File: src/rtl/mem_dump_ctrl.sv
// End-of-run data memory dump controller: freezes the CPU, then streams
// every word out over a valid/ready port. Optional: DUMP_SKIP_ZERO_EN.
module mem_dump_ctrl #(
  parameter int DATA_W  = 32,
  parameter int ADDR_W  = 10,
  parameter int DEPTH   = 1024,
  parameter int TIMEOUT = 1000
) (
  input  logic              clk,
  input  logic              rst_n,
  input  logic              halt_i,
  output logic              cpu_stall_o,
  output logic              mem_rd_en_o,
  output logic [ADDR_W-1:0] mem_addr_o,
  input  logic [DATA_W-1:0] mem_rdata_i,
  output logic              dump_valid_o,
  input  logic              dump_ready_i,
  output logic [ADDR_W-1:0] dump_addr_o,
  output logic [DATA_W-1:0] dump_data_o,
  output logic              done_o,
  output logic              timeout_o,
  output logic [31:0]       cycle_cnt_o
);

  typedef enum logic [2:0] {
    S_RUN,
    S_READ,
    S_CAPT,
    S_EMIT,
    S_DONE
  } state_t;

  localparam logic [ADDR_W-1:0] LAST    = ADDR_W'(DEPTH - 1);
  localparam logic [31:0]       TO_LAST = 32'(TIMEOUT - 1);

  state_t              r_state;
  logic [ADDR_W-1:0]   r_ptr;
  logic                r_stall;
  logic                r_rd_en;
  logic [ADDR_W-1:0]   r_mem_addr;
  logic                r_valid;
  logic [ADDR_W-1:0]   r_daddr;
  logic [DATA_W-1:0]   r_ddata;
  logic                r_done;
  logic                r_timeout;
  logic [31:0]         r_cnt;

  logic                w_last;
  logic [ADDR_W-1:0]   w_ptr_nx;
  logic                w_skip;

  assign w_last   = (r_ptr == LAST);
  assign w_ptr_nx = r_ptr + ADDR_W'(1);

`ifdef DUMP_SKIP_ZERO_EN
  assign w_skip = (mem_rdata_i == '0);
`else
  assign w_skip = 1'b0;
`endif

  always_ff @(posedge clk or negedge rst_n) begin
    if (!rst_n) begin
      r_state    <= S_RUN;
      r_ptr      <= '0;
      r_stall    <= 1'b0;
      r_rd_en    <= 1'b0;
      r_mem_addr <= '0;
      r_valid    <= 1'b0;
      r_daddr    <= '0;
      r_ddata    <= '0;
      r_done     <= 1'b0;
      r_timeout  <= 1'b0;
      r_cnt      <= '0;
    end else begin
      case (r_state)
        S_RUN: begin
          // halt has priority over a coincident timeout
          if (halt_i || r_cnt == TO_LAST) begin
            r_state    <= S_READ;
            r_ptr      <= '0;
            r_stall    <= 1'b1;
            r_rd_en    <= 1'b1;
            r_mem_addr <= '0;
            r_timeout  <= !halt_i;
          end else if (r_cnt != '1) begin
            r_cnt <= r_cnt + 32'd1;
          end
        end
        S_READ: begin
          r_rd_en <= 1'b0;
          r_state <= S_CAPT;
        end
        S_CAPT: begin
          r_ddata <= mem_rdata_i;
          r_daddr <= r_ptr;
          if (!w_skip) begin
            r_valid <= 1'b1;
            r_state <= S_EMIT;
          end else if (w_last) begin
            r_done  <= 1'b1;
            r_state <= S_DONE;
          end else begin
            r_ptr      <= w_ptr_nx;
            r_mem_addr <= w_ptr_nx;
            r_rd_en    <= 1'b1;
            r_state    <= S_READ;
          end
        end
        S_EMIT: begin
          if (dump_ready_i) begin
            r_valid <= 1'b0;
            if (w_last) begin
              r_done  <= 1'b1;
              r_state <= S_DONE;
            end else begin
              r_ptr      <= w_ptr_nx;
              r_mem_addr <= w_ptr_nx;
              r_rd_en    <= 1'b1;
              r_state    <= S_READ;
            end
          end
        end
        S_DONE: begin
          r_state <= S_DONE;
        end
        default: begin
          r_state <= S_RUN;
        end
      endcase
    end
  end

  assign cpu_stall_o  = r_stall;
  assign mem_rd_en_o  = r_rd_en;
  assign mem_addr_o   = r_mem_addr;
  assign dump_valid_o = r_valid;
  assign dump_addr_o  = r_daddr;
  assign dump_data_o  = r_ddata;
  assign done_o       = r_done;
  assign timeout_o    = r_timeout;
  assign cycle_cnt_o  = r_cnt;

endmodule
File: config.mk
export PLATFORM = sky130hd
export DESIGN_NAME = mem_dump_ctrl
export DESIGN_NICKNAME = d
export VERILOG_FILES = /design/src/rtl/mem_dump_ctrl.sv
export SDC_FILE = /design/constraint.sdc
export NUM_CORES = 1
export LEC_CHECK = 0
export CORE_UTILIZATION = 45
export DETAILED_ROUTE_END_ITERATION = 6
export HOLD_SLACK_MARGIN = 0.05
export PLACE_DENSITY = 0.8
export RECOVER_POWER = 100
export SETUP_SLACK_MARGIN = 0.4
export SLEW_MARGIN = 20
export SYNTH_ARGS = -nofsm -noshare
export SYNTH_HDL_FRONTEND = slang
export SYNTH_SLANG_ARGS = --single-unit
export TNS_END_PERCENT = 20
File: constraint.sdc
create_clock -name clk -period 2.8 [get_ports clk]
set_input_delay 0.42 -clock clk [delete_from_list [all_inputs] [get_ports clk]]
set_output_delay 0.42 -clock clk [all_outputs]
set_load 0.01 [all_outputs]
==> flow_summary.json <==
{
  "synth_edf_count": 0,
  "synth_async_sr_flop_share_pct": 100,
  "floorplan_die_area_sq_um": 9690,
  "maxClockFrequency_mhz": 413,
  "grt_start_max_net_pins": 51,
  "wire_length_of_the_first_global_routing_pass_mm": 16.4,
  "insertion_delay_to_the_later_sink_of_the_worst_skew_pair_ns": 0.35,
  "cts.htree.levels": 3,
  "final_util_pct": 65.0,
  "synthSimpleGateAreaFrac_pct": 17.8,
  "avg_vias_per_cell": 5.53,
  "most_instantiated_cells_after_synthesis": "sky130_fd_sc_hd__dfrtp_1, sky130_fd_sc_hd__mux2_2, sky130_fd_sc_hd__xor2_1, sky130_fd_sc_hd__nand3_1, sky130_fd_sc_hd__nor3_1",
  "cp_cell_sequence": "ha_1 -> nand3_1 -> or4_1 -> nor3_1 -> buf_4 -> clkbuf_4 -> nor4_1 -> xor2_1",
  "routedWlPerCell_um": 16.0,
  "cp_data_arrival_time_ns": 2.65,
  "numPortBuffers": 124,
  "synth_flop_cell": "sky130_fd_sc_hd__dfrtp_1",
  "cpLargestDelayFamily": "simple AND/OR/NAND/NOR gates",
  "failed_checks": "DRC",
  "gp_routability_congestion": 0.876,
  "fin_crit_ns": 2.42,
  "grt_setup_unrepaired": "false",
  "vert_die_dim_um": 98.4,
  "grt_antenna_before_repair": 0,
  "rows": 34,
  "worstPathBufferInverterCount": 2,
  "finalCritPeriodShare_pct": 86.4,
  "synth.cell_area_sq_um": 4180,
  "drtIter0Drc": 142,
  "firstDrtPassIters": 6,
  "layout.nets": 529,
  "max_stage_delay_ns": 0.62,
  "min-delay-path-class": "in -> async",
  "die_w_um": 98.4,
  "largest_family_of_logic_cells_by_synthesized_area": "simple AND/OR/NAND/NOR gates",
  "max_transition_margin_pct": 19.8,
  "cp_data_required_time_ns": 3.03,
  "coreArea_sq_um": 8850,
  "io_pins": 125,
  "global_route.peak_usage_layer": "met2",
  "cts_tree": "built",
  "layout-drive-gt1-share_pct": 15.1,
  "ys_seq_area_share_pct": 55.0,
  "met1_usage_pct": 28.5,
  "criticalPathCategory": "reg -> reg",
  "mappedNetlistNets": 399,
  "numCtsBuffers": 9,
  "yosys_register_bits": 92,
  "finalSetupViolCount": 0,
  "maximum_net_fanout_on_the_critical_path": 5,
  "dp_hpwl_mm": 7.02,
  "globalRouteTotalUtil_pct": 21.2,
  "cts.root.buffer_cell": "sky130_fd_sc_hd__clkbuf_8",
  "yosysUniqueCellTypes": 46,
  "critical_path.reg2reg.startpoint": "cycle_cnt_o[1]$_DFFE_PN0P_",
  "synth_area_leaders": "sky130_fd_sc_hd__dfrtp_1, sky130_fd_sc_hd__mux2_2, sky130_fd_sc_hd__xor2_1",
  "synth_xor_area_share_pct": 6.49,
  "synth_compound_gate_area_share_pct": 5.41,
  "post-synth-top-area-cell": "sky130_fd_sc_hd__dfrtp_1",
  "remaining_drc_errors": 8,
  "post-synth-top-area-fraction_pct": 55.0,
  "status": "finished, violations left",
  "final_max_tran_viols": 0,
  "timing.final.hold_violations": 0,
  "grt_pass1_vias": 3343,
  "final.setup_skew_ns": 0.0104,
  "start_util_pct": 47.3,
  "synth_mux_area_share_pct": 11.9,
  "max-clock-path-buffers": 2,
  "antenna_violating_nets_post_route": 0,
  "clkSinkCount": 92,
  "grt.met3_usage_pct": 5.82,
  "syn_inst": 361,
  "num_vias": 3339,
  "timing.critical_path.slowest_stage_cell": "sky130_fd_sc_hd__or4_1",
  "synth.most_common_cell": "sky130_fd_sc_hd__dfrtp_1",
  "synth-adder-area-share_pct": 0.598,
  "synthesis.area_per_instance_sq_um": 11.6,
  "max-vdd-ir-drop_mv": 0.499,
  "timing.critical_path.from_type": "register",
  "leak_uw": 0.00256,
  "grtUsageMet2_pct": 33.4,
  "grt-ovfl-total": 0,
  "reported_max_cap_violation_count": 0,
  "cp-startpoint": "cycle_cnt_o[1]$_DFFE_PN0P_",
  "synthToLayoutAreaGrowth_pct": 37.5,
  "yosysWarningCount": 0,
  "worstSetupEndpointType": "register",
  "worst_slew_pin_slew_ns": 1.20,
  "num_antenna_cells": 0,
  "clk_transition_reported_paths_ns": 0.09,
  "cts-hold-fix-buffers": 0,
  "power_per_unit_of_standard_cell_area_nw_per_um2": 861,
  "totalNegativeSetupSlack_ns": 0,
  "finalWirelength_mm": 9.69
}
## flip-flops by register name, summed over array words and instances, names as in the netlist
register	count
dump_valid_o	1
r_state	3
cycle_cnt_o	32
done_o	1
mem_rd_en_o	1
dump_data_o	32
mem_addr_o	10
cpu_stall_o	1
timeout_o	1
dump_addr_o	10
## worst register-to-register path, delay by kind of cell, from the launching register on
kind / cells / cell delay, ns
simple gates: 4 / 1.15
fa+ha+maj: 1 / 0.25
buf+inv: 2 / 0.34
xor+xnor: 1 / 0.16
flops: 1 / 0.41
## where the power goes
group	internal, uW	leakage (uW)	switching, uW	total (uW)
combinational	1100	0.00131	812	1910
sequential	1740	0.00115	313	2050
clock	510	0.000110	486	996
total	3340	0.00256	1610	4950
## metrics by stage
stage,area [sq um],hold slack (ns),setup slack [ns],cells,power [uW]
global placement,5550,0.451,0.453,585,4100
floorplan,4180,0.124,0.621,361,3090
detailed placement,5550,0.455,0.411,585,4170
global route,5750,0.410,0.239,604,5280
CTS,5770,0.0894,0.402,601,5180
finish,5750,0.299,0.381,604,4950
## area by class of cell
cell class,instances,area [sq um]
Inverter,11,41.3
Clock buffer,9,124
Multi-Input combinational cell,242,1750
Tap cell,108,135
Sequential cell,92,2300
Timing Repair Buffer,135,1310
Fill cell,731,3100
Clock inverter,7,98.8
## repair_timing
item	4_1_cts	5_1_grt
setup buffers	0	3
setup endpoints to repair	0	15
gates resized for setup	0	2
## final timing paths
kind	cells after the start	slack (ns)	endpoint
worst max-delay path	8	0.38	cycle_cnt_o[5]$_DFFE_PN0P_
worst min-delay path	1	0.30	dump_addr_o[9]$_DFFE_PN0P_
worst max register to register	8	0.38	cycle_cnt_o[5]$_DFFE_PN0P_
worst min register to register	1	0.47	cpu_stall_o$_DFFE_PN0P_
max in group asynchronous	2	0.83	dump_data_o[17]$_DFFE_PN0P_
min in group clk	1	0.47	cpu_stall_o$_DFFE_PN0P_
## metal layers
metal  wire [um]  part of all wire (%)
met5           0                     0
met4         183                   1.9
met3         680                   7.0
met2        4570                    47
met1        4260                    44
## placed cells by master (no fill, tap or decap), drive strengths merged, types with 4 or more instances in the layout
cell type / instances
nor2: 18
nand4: 15
nor3: 21
buf: 6
inv: 13
nand2: 17
dfrtp: 92
dlygate4sd3: 90
xor2: 21
a31oi: 11
o21ai: 7
and3: 4
xnor2: 10
clkdlybuf4s50: 33
nor4: 11
nand3: 19
mux2: 43
clkbuf: 15
nor4b: 4
a21oi: 6
## cells by family (layout without fill, tap and decap cells)
logic type	count (synthesis)	in the layout
muxes	44	44
buffers and inverters	27	162
DFF	92	92
adders and majority gates	2	2
and+or+nand+nor	130	130
AOI/OAI and AO/OA	35	35
xor gates and xnor gates	31	31
No activity file was read; power rests on OpenSTA's default activity.
